$ cat src/rtl/pc_unit.sv
// pc_unit: program counter with run/halt FSM, single-step gating, redirect
// priority (stall > halt > jump > branch > increment) and a saturating
// counter of PC advances.
module pc_unit #(
    parameter int DATA_WIDTH = 32,
    parameter int INCR       = 1,
    parameter int RESET_PC   = 0,
    parameter int CNT_WIDTH  = 32
) (
    input  logic                  i_clk,
    input  logic                  i_reset,
    input  logic                  i_enable,
    input  logic                  i_step_mode,
    input  logic                  i_step,
    input  logic                  i_stall,
    input  logic                  i_jump,
    input  logic [DATA_WIDTH-1:0] i_jump_addr,
    input  logic                  i_branch,
    input  logic [DATA_WIDTH-1:0] i_branch_addr,
    input  logic                  i_halt,
    output logic [DATA_WIDTH-1:0] o_pc,
    output logic [DATA_WIDTH-1:0] o_pc_incr,
    output logic                  o_halted,
    output logic [CNT_WIDTH-1:0]  o_adv_count
);

    typedef enum logic {
        RUN    = 1'b0,
        HALTED = 1'b1
    } state_e;

    localparam logic [DATA_WIDTH-1:0] PC_RST  = DATA_WIDTH'(RESET_PC);
    localparam logic [DATA_WIDTH-1:0] PC_STEP = DATA_WIDTH'(INCR);
    localparam logic [CNT_WIDTH-1:0]  CNT_MAX = '1;

    state_e                state_q, state_d;
    logic [DATA_WIDTH-1:0] pc_q, pc_d;
    logic [CNT_WIDTH-1:0]  cnt_q, cnt_d;

    logic                  adv_slot;
    logic                  pc_load;
    logic [DATA_WIDTH-1:0] pc_plus;

    // Sequential-step adder; wraps naturally at the port width.
    assign pc_plus  = pc_q + PC_STEP;

    // A slot exists only while running, enabled and either free-running or stepped.
    assign adv_slot = i_enable && (state_q == RUN) && (!i_step_mode || i_step);

    // Next-state, next-PC and advance-counter selection.
    always_comb begin
        state_d = state_q;
        pc_d    = pc_q;
        cnt_d   = cnt_q;
        pc_load = 1'b0;
        if (adv_slot) begin
            if (i_stall) begin
                // Redirects presented with a stall are dropped, not queued.
                pc_d = pc_q;
            end else if (i_halt) begin
                state_d = HALTED;
            end else if (i_jump) begin
                pc_d    = i_jump_addr;
                pc_load = 1'b1;
            end else if (i_branch) begin
                pc_d    = i_branch_addr;
                pc_load = 1'b1;
            end else begin
                pc_d    = pc_plus;
                pc_load = 1'b1;
            end
        end
        if (pc_load && (cnt_q != CNT_MAX)) begin
            cnt_d = cnt_q + 1'b1;
        end
    end

    // State, PC and counter registers; reset is asynchronous and overrides HALTED.
    always_ff @(posedge i_clk or negedge i_reset) begin
        if (!i_reset) begin
            state_q <= RUN;
            pc_q    <= PC_RST;
            cnt_q   <= '0;
        end else begin
            state_q <= state_d;
            pc_q    <= pc_d;
            cnt_q   <= cnt_d;
        end
    end

    assign o_pc        = pc_q;
    assign o_pc_incr   = pc_plus;
    assign o_halted    = (state_q == HALTED);
    assign o_adv_count = cnt_q;

endmodule

$ cat config.mk
export PLATFORM = sky130hd
export DESIGN_NAME = pc_unit
export DESIGN_NICKNAME = d
export VERILOG_FILES = /design/src/rtl/pc_unit.sv
export SDC_FILE = /design/constraint.sdc
export NUM_CORES = 1
export LEC_CHECK = 0
export ABC_AREA = 1
export ABC_CLOCK_PERIOD_IN_PS = 2000
export CAP_MARGIN = 15
export CORE_ASPECT_RATIO = 0.5
export CORE_MARGIN = 1
export CORE_UTILIZATION = 47
export DETAILED_ROUTE_END_ITERATION = 16
export GPL_ROUTABILITY_DRIVEN = 0
export PLACE_DENSITY = 0.79
export SLEW_MARGIN = 20
export SYNTH_ARGS = -nofsm -noshare
export SYNTH_HDL_FRONTEND = slang
export SYNTH_SLANG_ARGS = --single-unit
$ cat constraint.sdc
create_clock -name i_clk -period 2 [get_ports i_clk]
set_input_delay 0.3 -clock i_clk [delete_from_list [all_inputs] [get_ports i_clk]]
set_output_delay 0.3 -clock i_clk [all_outputs]
set_load 0.02 [all_outputs]
==> results of run 1 <==
## cell type report
type	instances	area [um^2]	share of cell area
sequential	65	1630	0.203
clock inverter	4	47.5	0.00594
tap	135	169	0.0211
inverter	90	338	0.0422
multi-input combinational	613	3150	0.393
clock buffer	9	225	0.0281
timing repair buffer	257	2450	0.306
## sequential cells by signal (all words and copies together), names as in the netlist
register / flops
o_halted: 1
o_pc: 32
o_adv_count: 32
## per-stage QoR
step | total power (W) | hold slack, ns | instance area [um^2]
floorplan | 0.00368 | 0.00441 | 4920
global placement | 0.00562 | 0.227 | 7200
detailed placement | 0.00569 | 0.223 | 7200
CTS | 0.00722 | 0.424 | 7570
global route | 0.00816 | 0.438 | 8010
finish | 0.00776 | 0.423 | 8010
## what timing repair did
item                                    in CTS  in global routing
pin swaps                                    8                 33
buffers inserted                             6                 15
gates cloned                                 0                  0
endpoints found under the setup margin      30                 35
hold buffers                                 1                  0
hold endpoints to repair                    13                  0
resized for setup                          156                 98
## power groups by stage
| stage | Clock [W] | Combinational [W] | Sequential [W] |
|---|---|---|---|
| 6_report | 0.00151 | 0.00432 | 0.00192 |
| 5_1_grt | 0.00160 | 0.00460 | 0.00196 |
| 4_1_cts | 0.00153 | 0.00380 | 0.00189 |
| 3_5_place_dp | 0 | 0.00378 | 0.00191 |
| 3_3_place_gp | 0 | 0.00373 | 0.00190 |
| 2_1_floorplan | 0 | 0.00143 | 0.00225 |
## worst max path at each step
| stage | start | to | slack, ns | depth (start not counted) |
|---|---|---|---|---|
| floorplan | o_pc[0] | o_pc[5] | 0.17 | 7 |
| global placement | o_pc[0] | o_pc_incr[28] | -0.24 | 9 |
| detailed placement | o_pc[0] | o_pc_incr[28] | -0.27 | 9 |
| CTS | o_pc[0] | o_pc_incr[10] | -0.13 | 8 |
| global route | o_pc[0] | o_pc_incr[12] | -0.27 | 9 |
| finish | o_pc[0] | o_pc_incr[12] | -0.20 | 9 |
## logic make-up after synthesis
family | after synthesis
flops | 65
buf+inv | 114
compound gates | 101
fa+ha+maj | 2
xor+xnor | 22
simple gates | 488
## synth_stat cells, drive strengths merged
cell | n | area (um^2)
o22ai | 2 | 12.5
a22oi | 5 | 37.5
dfrtp | 65 | 1630
ha | 2 | 25.0
a21boi | 15 | 113
and2 | 1 | 6.26
nor3b | 1 | 7.51
buf | 7 | 61.3
a2bb2oi | 2 | 17.5
nand3 | 56 | 280
inv | 89 | 334
clkbuf | 17 | 63.8
nand2 | 280 | 1060
o211ai | 4 | 30.0
nor2 | 126 | 508
o21bai | 1 | 7.51
nand4 | 4 | 25.0
o21ai | 36 | 195
nor3 | 16 | 96.4
a21oi | 34 | 174
clkinv | 1 | 3.75
xor2 | 22 | 193
nand3b | 4 | 30.0
a21o | 2 | 15.0
## layer usage
metal,GRT usage,up-vias
li1,-,2972
met1,0.386,2941
met2,0.568,371
met3,0.0595,90
met4,0.113,0
met5,0,-
==> summary.txt, run 1 <==
Synth
  • Synth Area in Compound Gates: 0.122
  • Post-synthesis mux area share: 0
  • Post-Synth Simple-Gate Area: 0.409
  • Cells after synthesis: a little under 800
  • Largest family of logic cells by synthesized area: simple AND/OR/NAND/NOR gates
  • Synth warn: 0
  • Syn nets: 867
  • Syn_area_per_cell: between 6 and 7 um^2
  • Cell area after synthesis: between 0.004 and 0.005 mm^2
  • Synth unique cells: 36
  • Seq/Total Area, Yosys: 0.331
  • Post-Synth XOR/XNOR Area: 0.0392
  • Area share of fa/ha/maj cells after synthesis: 0.00509
  • Yosys reg bits: 65

Routing
  • Via count: 6374
  • Final WL: 18.9 mm
  • DRC: 0
  • Vias per cell: ~5.4
  • Metal-1 WL: approximately 8 mm
  • Wire length on met3: approximately 1.5 mm
  • Antenna-violating nets left: 0
  • Highest routed layer: met4
  • DR iter-0 viols: between 400 and 500
  • Per-cell routed wire length: 16.1 um
  • Met2 WL post-DR: just under 9 mm
  • First-pass DRT Iterations: 6

Finish
  • Fin cells: 1173
  • Diodes inserted: 0
  • Layout cells sized above 1: 0.200
  • Nets@finish: between 1000 and 1500
  • Most frequent cells in the layout: 250 x nand2_1, 135 x clkdlybuf4s50_1, 104 x nor2_1, 87 x inv_1, 72 x buf_4
  • Commonest non-fill, non-tap cell in the layout: nand2_1
  • Final core occ: 0.818
  • Area Overhead vs Synth: 62.7%
  • Filler Cells Inserted: around 660

Pwr
  • Clock Power Share: 0.195
  • Sequential fraction of design power: 0.248
  • Switching share of power: 0.417
  • Combinational group share of total power: 0.557
  • PwrDens: slightly below 1000 mW/mm^2
  • Lkg Pwr: about 3.8 nW
  • Max IR drop VDD: about 0.50 mV
  • Net Switching: ~0.0032 W
  • Internal power: between 0.004 and 0.005 W

Clocking
  • CTS tree: built
  • Clk buf depth: 2
  • H-Tree Depth: 3
  • Clock Latency Late Sink: 0.34 ns
  • CTS Sinks: 65
  • Root buffer cell: clkbuf_16
  • CTS clk-pin slew, worst paths: 0.05 ns
  • CTS buffer count: 9

Timing
  • Clock Skew: 0.00810 ns
  • Final worst slack: -0.201 ns
  • Min Clock Period, post-route: between 2 and 2.5 ns
  • Fmax: between 0.4 and 0.5 GHz
  • Fin. Hold Viols: 0
  • Setup TNS: -2.51 ns
  • RSZ-0062 raised after global routing: true
  • Worst Tran Pin Value: around 0.6 ns
  • Final setup viols: 25
  • Max-slew headroom: 0.603
  • Fin crit share: 1.10
  • Slew Limit Fails: 0

Critical path
  • CP max FO: 5
  • Critical path arrival: 1.90 ns
  • Critical path's slowest cell: dfrtp_1
  • Critical Path RT: approximately 1.7 ns
  • Startpoint type of the worst setup path: register
  • Crit. End Element: output port
  • Top delay family on crit path: simple AND/OR/NAND/NOR gates
  • Reg2Reg Depth: 10
  • FF-to-FF End: o_adv_count[19]
  • CP max stage delay: between 0.3 and 0.4 ns
  • Critical path class: reg2out
  • Buf/Inv on CP: 3
  • Worst-path cell chain: ha_2 > nand2_2 > nor2_4 > nand2_4 > nor2_4 > buf_4 > xor2_2 > inv_1 > buf_4
  • Flop2flop setup slack: about 0.16 ns
  • RR Startpoint: o_adv_count[0]

GRT
  • First-pass GRT wire length: between 20 and 30 mm
  • Initial antenna violation count: 0
  • Total GRT Usage: 0.315
  • Global route overflow: 0
  • Largest net degree at the start of global routing: 55
  • Vias in the first global route: approximately 5800

Floorplan
  • Initial core utilization: 0.503
  • Num rows: 25
  • Die height: around 74 um
  • Die area: roughly 0.011 mm^2
  • Core area: ~0.01 mm^2
  • Die width: roughly 150 um
  • Io pins: 170

Placement
  • DPL Wire Length: between 10 and 15 mm
  • # port buffers: between 150 and 200
  • Placed cell count: around 1100
  • Setup WS pre-CTS: -0.274 ns

Status
  • Status: finished with violations
  • Failing checks: setup timing

Hold path
  • Hold crit path type: in2async

Job
  • Max-cap violations: 0
Power figures use the tool's default switching activity.
==> run 2: changes to the inputs <==
--- a/config.mk
+++ b/config.mk
@@ -14,6 +14,7 @@
 export DETAILED_ROUTE_END_ITERATION = 16
 export GPL_ROUTABILITY_DRIVEN = 0
 export PLACE_DENSITY = 0.79
+export SKIP_CTS_REPAIR_TIMING = 1
 export SLEW_MARGIN = 20
 export SYNTH_ARGS = -nofsm -noshare
 export SYNTH_HDL_FRONTEND = slang
==> run 2 against run 1 <==
Wire length shrank 4.8%. Register-to-register slack is essentially flat. Die area is the same. Total power shrank 2.5%. Via count shrank 2.7%. Critical endpoint unchanged. The run still ends with setup timing left. Sequential share of layout area grew 0.38 points. Clock power is essentially flat. First-iteration DRC count shrank 24%. Flip-flop and latch count is the same.
==> summary.txt, run 2 (synthesis gave the netlist of run 1 again) <==
Timing
  • Fin crit share: 1.13
  • Max-slew headroom: 0.606
  • Min Clock Period, post-route: between 2 and 2.5 ns
  • Clock Skew: between 0.008 and 0.009 ns
  • Final worst slack: -0.255 ns
  • Fmax: about 0.44 GHz
  • Final setup viols: 23
  • Setup TNS: -2.97 ns
  • Slew Limit Fails: 0
  • Worst Tran Pin Value: around 0.59 ns
  • Fin. Hold Viols: 0
  • RSZ-0062 raised after global routing: true

Critical path
  • Crit. End Element: output port
  • Startpoint type of the worst setup path: register
  • Critical path's slowest cell: dfrtp_1
  • Critical path arrival: ~2.0 ns
  • Worst-path cell chain: nand2_1 > nor2_1 > nand2_4 > nor2_4 > buf_4 > xor2_2 > inv_1 > clkbuf_2
  • RR Startpoint: o_adv_count[0]
  • Reg2Reg Depth: 10
  • Flop2flop setup slack: around 0.16 ns
  • CP max stage delay: between 0.4 and 0.5 ns
  • Critical Path RT: 1.70 ns
  • CP max FO: 4
  • Critical path class: reg2out
  • FF-to-FF End: o_adv_count[19]

Finish
  • Design area: a little under 0.008 mm^2
  • Diodes inserted: 0
  • Layout cells sized above 1: 0.187
  • Commonest non-fill, non-tap cell in the layout: nand2_1
  • Multi-input logic area: about 0.0031 mm^2
  • Nets@finish: between 1000 and 1500
  • Filler Cells Inserted: roughly 700
  • Most frequent cells in the layout: 251 x nand2_1, 136 x clkdlybuf4s50_1, 103 x nor2_1, 87 x inv_1, 69 x buf_4
  • Area Overhead vs Synth: 59.7%
  • Register area: about 0.0016 mm^2

Hold path
  • Hold crit path type: in2async

Clocking
  • CTS Sinks: 65
  • CTS buffer count: 9
  • Root buffer cell: clkbuf_16
  • H-Tree Depth: 3
  • CTS tree: built
  • Clock Latency Late Sink: about 0.34 ns
  • Clk buf depth: 2
  • CTS clk-pin slew, worst paths: approximately 0.050 ns

Pwr
  • Internal power: 0.00442 W
  • Lkg Pwr: between 3 and 4 nW
  • Sequential fraction of design power: 0.252
  • Clock Power Share: 0.200
  • Combinational group share of total power: 0.548
  • Overall Power: ~0.0076 W
  • Switching share of power: 0.416
  • Max IR drop VDD: about 0.53 mV
  • PwrDens: ~960 mW/mm^2
  • Net Switching: roughly 0.0031 W

Routing
  • Final WL: roughly 18 mm
  • DRC: 0
  • Antenna-violating nets left: 0
  • First-pass DRT Iterations: 6
  • Vias per cell: roughly 5.3
  • Via count: about 6200
  • DR iter-0 viols: 375
  • Per-cell routed wire length: around 15 um

Floorplan
  • Io pins: 170
  • Num rows: 25
  • Die width: between 100 and 150 um
  • Die height: 74.4 um
  • Core area: slightly below 0.01 mm^2
  • Die area: approximately 0.011 mm^2
  • Initial core utilization: 0.503

Job
  • Max-cap violations: 0

Status
  • Status: finished with violations
  • Failing checks: setup timing

GRT
  • Vias in the first global route: 5600
  • Largest net degree at the start of global routing: 55
  • First-pass GRT wire length: roughly 26 mm
  • Global route overflow: 0
  • Initial antenna violation count: 0
  • Total GRT Usage: 0.305

Placement
  • Setup WS pre-CTS: -0.274 ns
  • Cell area after placement: between 0.007 and 0.008 mm^2
  • # port buffers: 169
  • DPL Wire Length: ~12 mm
run 2: cell count changes in the layout (fill, tap and decap cells not counted), moves of 2 or more:
cell / before / now
buf_6: 32 / 22
buf_4: 72 / 69
o21ai_1: 2 / 4
xor2_4: 4 / 1
xor2_2: 4 / 6
dlymetal6s2s_1: 2 / 5
run 2: how the worst max path moves through the flow:
stage | slack, ns | cells after the start | from | end
6_report | -0.26 | 8 | o_pc[7] | o_pc_incr[12]
3_5_place_dp | -0.27 | 9 | o_pc[0] | o_pc_incr[28]
5_1_grt | -0.37 | 9 | o_pc[7] | o_pc_incr[20]
3_3_place_gp | -0.24 | 9 | o_pc[0] | o_pc_incr[28]
4_1_cts | -0.65 | 9 | o_pc[0] | o_pc_incr[28]
2_1_floorplan | 0.17 | 7 | o_pc[0] | o_pc[5]
run 2: final cells by class:
type | instances | share of cell area
well taps | 135 | 0.0215
clock buffers | 9 | 0.0287
repair buffers | 250 | 0.302
flip-flops and latches | 65 | 0.207
multi-input cells | 613 | 0.392
inverters | 90 | 0.0430
clock inverters | 4 | 0.00605
run 2: critical path, delay by kind of cell (launching register included):
kind,cells,cell delay (ns)
XOR/XNOR,1,0.15
buffers and inverters,3,0.37
flip-flops,1,0.42
AND/OR/NAND/NOR,4,0.68
run 2: per-layer routing:
layer  vias up  global-route usage  wire, um
met2       313               0.548      8590
met5         -                   0         0
met1      2868               0.374      7530
met3        70              0.0656      1330
met4         0              0.0972       561
li1       2954                   -         -
run 2: per-stage QoR:
step / util / instances / hold WS, ns
finish: 0.803 / 1166 / 0.418
global route: 0.803 / 1166 / 0.447
CTS: 0.764 / 1151 / -0.129
detailed placement: 0.736 / 1138 / 0.223
global placement: 0.736 / 1138 / 0.227
floorplan: - / 792 / 0.00441
run 2: power groups by stage:
stage                     clock (W)  combinational, W  sequential (W)
after CTS                   0.00153           0.00380         0.00189
final                       0.00151           0.00414         0.00191
after floorplan                   0           0.00143         0.00225
after global placement            0           0.00373         0.00190
after detailed placement          0           0.00378         0.00191
after global routing        0.00158           0.00444         0.00194
==> run 3: changes to the inputs <==
--- a/config.mk
+++ b/config.mk
@@ -13,6 +13,8 @@
 export CORE_UTILIZATION = 47
 export DETAILED_ROUTE_END_ITERATION = 16
 export GPL_ROUTABILITY_DRIVEN = 0
+export HOLD_SLACK_MARGIN = 0.15
+export MAX_ROUTING_LAYER = met4
 export PLACE_DENSITY = 0.79
 export SKIP_CTS_REPAIR_TIMING = 1
 export SLEW_MARGIN = 20
==> run 3 against run 2 <==
The flow still finishes with violations (setup timing). Largest cell class unchanged. Register-to-register slack hardly changed. Count of clock-buffer cells in the layout stayed put. Total power hardly changed. Worst setup slack worse by 0.016 ns. Clock skew is 0.00064 ns higher. First-iteration DRC count is 15% higher. Final area stayed put. Maximum frequency is 0.71% lower. Cell count stayed put. Wire length is 0.24% higher. Combinational power hardly changed. Global-route usage is 1.1 points higher.
==> summary.txt, run 3 (synthesis gave the netlist of run 1 again) <==
Status
  • Status: finished with violations
  • Failing checks: setup timing

Pwr
  • Net Switching: roughly 0.0032 W
  • Clock Power Share: 0.200
  • Internal power: between 0.004 and 0.005 W
  • Max IR drop VDD: 0.524 mV
  • Combinational group share of total power: 0.548
  • Lkg Pwr: 3.75 nW
  • PwrDens: approximately 960 mW/mm^2
  • Switching share of power: 0.417
  • Sequential fraction of design power: 0.252

Floorplan
  • Die width: roughly 150 um
  • Io pins: 170
  • Initial core utilization: 0.503
  • Core area: 0.00979 mm^2
  • Die area: 0.0109 mm^2
  • Die height: approximately 74 um
  • Num rows: 25

Clocking
  • CTS buffer count: 9
  • H-Tree Depth: 3
  • CTS clk-pin slew, worst paths: 0.05 ns
  • Clock Latency Late Sink: 0.34 ns
  • Root buffer cell: clkbuf_16
  • Clk buf depth: 2
  • CTS Sinks: between 60 and 70
  • CTS tree: built

Finish
  • Layout cells sized above 1: 0.187
  • Most frequent cells in the layout: 251 x nand2_1, 136 x clkdlybuf4s50_1, 103 x nor2_1, 87 x inv_1, 69 x buf_4
  • Diodes inserted: 0
  • Area Overhead vs Synth: 59.7%
  • Commonest non-fill, non-tap cell in the layout: nand2_1
  • Nets@finish: 1104
  • Fin cells: approximately 1200
  • Filler Cells Inserted: approximately 710
  • Final core occ: 0.803

Timing
  • Final worst slack: -0.272 ns
  • Clock Skew: about 0.0095 ns
  • Fin crit share: 1.14
  • Slew Limit Fails: 0
  • Final setup viols: 23
  • Fmax: ~0.44 GHz
  • Fin. Hold Viols: 0
  • Worst Tran Pin Value: just under 0.6 ns
  • Setup TNS: -3.07 ns
  • RSZ-0062 raised after global routing: true
  • Min Clock Period, post-route: 2.27 ns
  • Max-slew headroom: 0.606

GRT
  • Vias in the first global route: approximately 5600
  • Initial antenna violation count: 0
  • GRT met1 Usage: 0.376
  • Global route overflow: 0
  • Most Crowded Layer GR: met2
  • First-pass GRT wire length: 26.2 mm
  • Total GRT Usage: 0.316
  • Met3 usage: 0.0650
  • Largest net degree at the start of global routing: 55
  • Met2 Use GR: 0.549

Critical path
  • Worst-path cell chain: nand2_1 > nor2_1 > nand2_4 > nor2_4 > buf_4 > xor2_2 > inv_1 > clkbuf_2
  • Critical path class: reg2out
  • Buf/Inv on CP: 3
  • Reg2Reg Depth: 10
  • Crit path depth: 8
  • FF-to-FF End: o_adv_count[19]
  • Flop2flop setup slack: around 0.17 ns
  • Critical path's slowest cell: dfrtp_1
  • RR Startpoint: o_adv_count[0]
  • CP max FO: 4
  • Critical path arrival: around 2 ns
  • Top delay family on crit path: simple AND/OR/NAND/NOR gates
  • CP max stage delay: about 0.42 ns
  • Startpoint type of the worst setup path: register
  • Critical Path RT: around 1.7 ns
  • Crit. End Element: output port

Placement
  • # port buffers: roughly 170
  • Setup WS pre-CTS: -0.274 ns
  • DPL Wire Length: 12.2 mm
  • Placed cell count: ~1100

Routing
  • Via count: 6232
  • DRC: 0
  • Vias per cell: about 5.3
  • Antenna-violating nets left: 0
  • First-pass DRT Iterations: 7
  • DR iter-0 viols: 430
  • Per-cell routed wire length: between 15 and 20 um
  • Final WL: approximately 18 mm

Hold path
  • Hold crit path type: in2async

Job
  • Max-cap violations: 0
-- run 3: cell counts in the layout (fill, tap and decap cells not counted) --
Identical to the previous run, type by type.
-- run 3: final cells by class --
class                      instances  area [um^2]  area share
tap                              135          169      0.0215
sequential                        65         1630       0.207
clock inverter                     4         47.5     0.00605
clock buffer                       9          225      0.0287
inverter                          90          338      0.0430
timing repair buffer             250         2370       0.302
multi-input combinational        613         3080       0.392
-- run 3: metrics by stage --
| stage | area [um^2] | hold slack [ns] | total power, W |
|---|---|---|---|
| finish | 7860 | 0.422 | 0.00757 |
| global route | 7860 | 0.447 | 0.00797 |
| CTS | 7480 | -0.129 | 0.00722 |
| detailed placement | 7200 | 0.223 | 0.00569 |
| global placement | 7200 | 0.227 | 0.00562 |
| floorplan | 4920 | 0.00441 | 0.00368 |
-- run 3: routing by layer --
metal	wire, um	share of wire
met1	7410	0.41
met2	8690	0.48
met5	0	0
met3	1410	0.078
met4	554	0.031
-- run 3: how the worst max path moves through the flow --
stage | slack, ns | to | from
3_5_place_dp | -0.27 | o_pc_incr[28] | o_pc[0]
3_3_place_gp | -0.24 | o_pc_incr[28] | o_pc[0]
4_1_cts | -0.65 | o_pc_incr[28] | o_pc[0]
2_1_floorplan | 0.17 | o_pc[5] | o_pc[0]
6_report | -0.27 | o_pc_incr[12] | o_pc[7]
5_1_grt | -0.37 | o_pc_incr[20] | o_pc[7]
-- run 3: power groups by stage --
stage	combinational [W]	clock (W)	sequential, W
after floorplan	0.00143	0	0.00225
after global placement	0.00373	0	0.00190
after detailed placement	0.00378	0	0.00191
after CTS	0.00380	0.00153	0.00189
after global routing	0.00444	0.00158	0.00194
final	0.00415	0.00152	0.00191
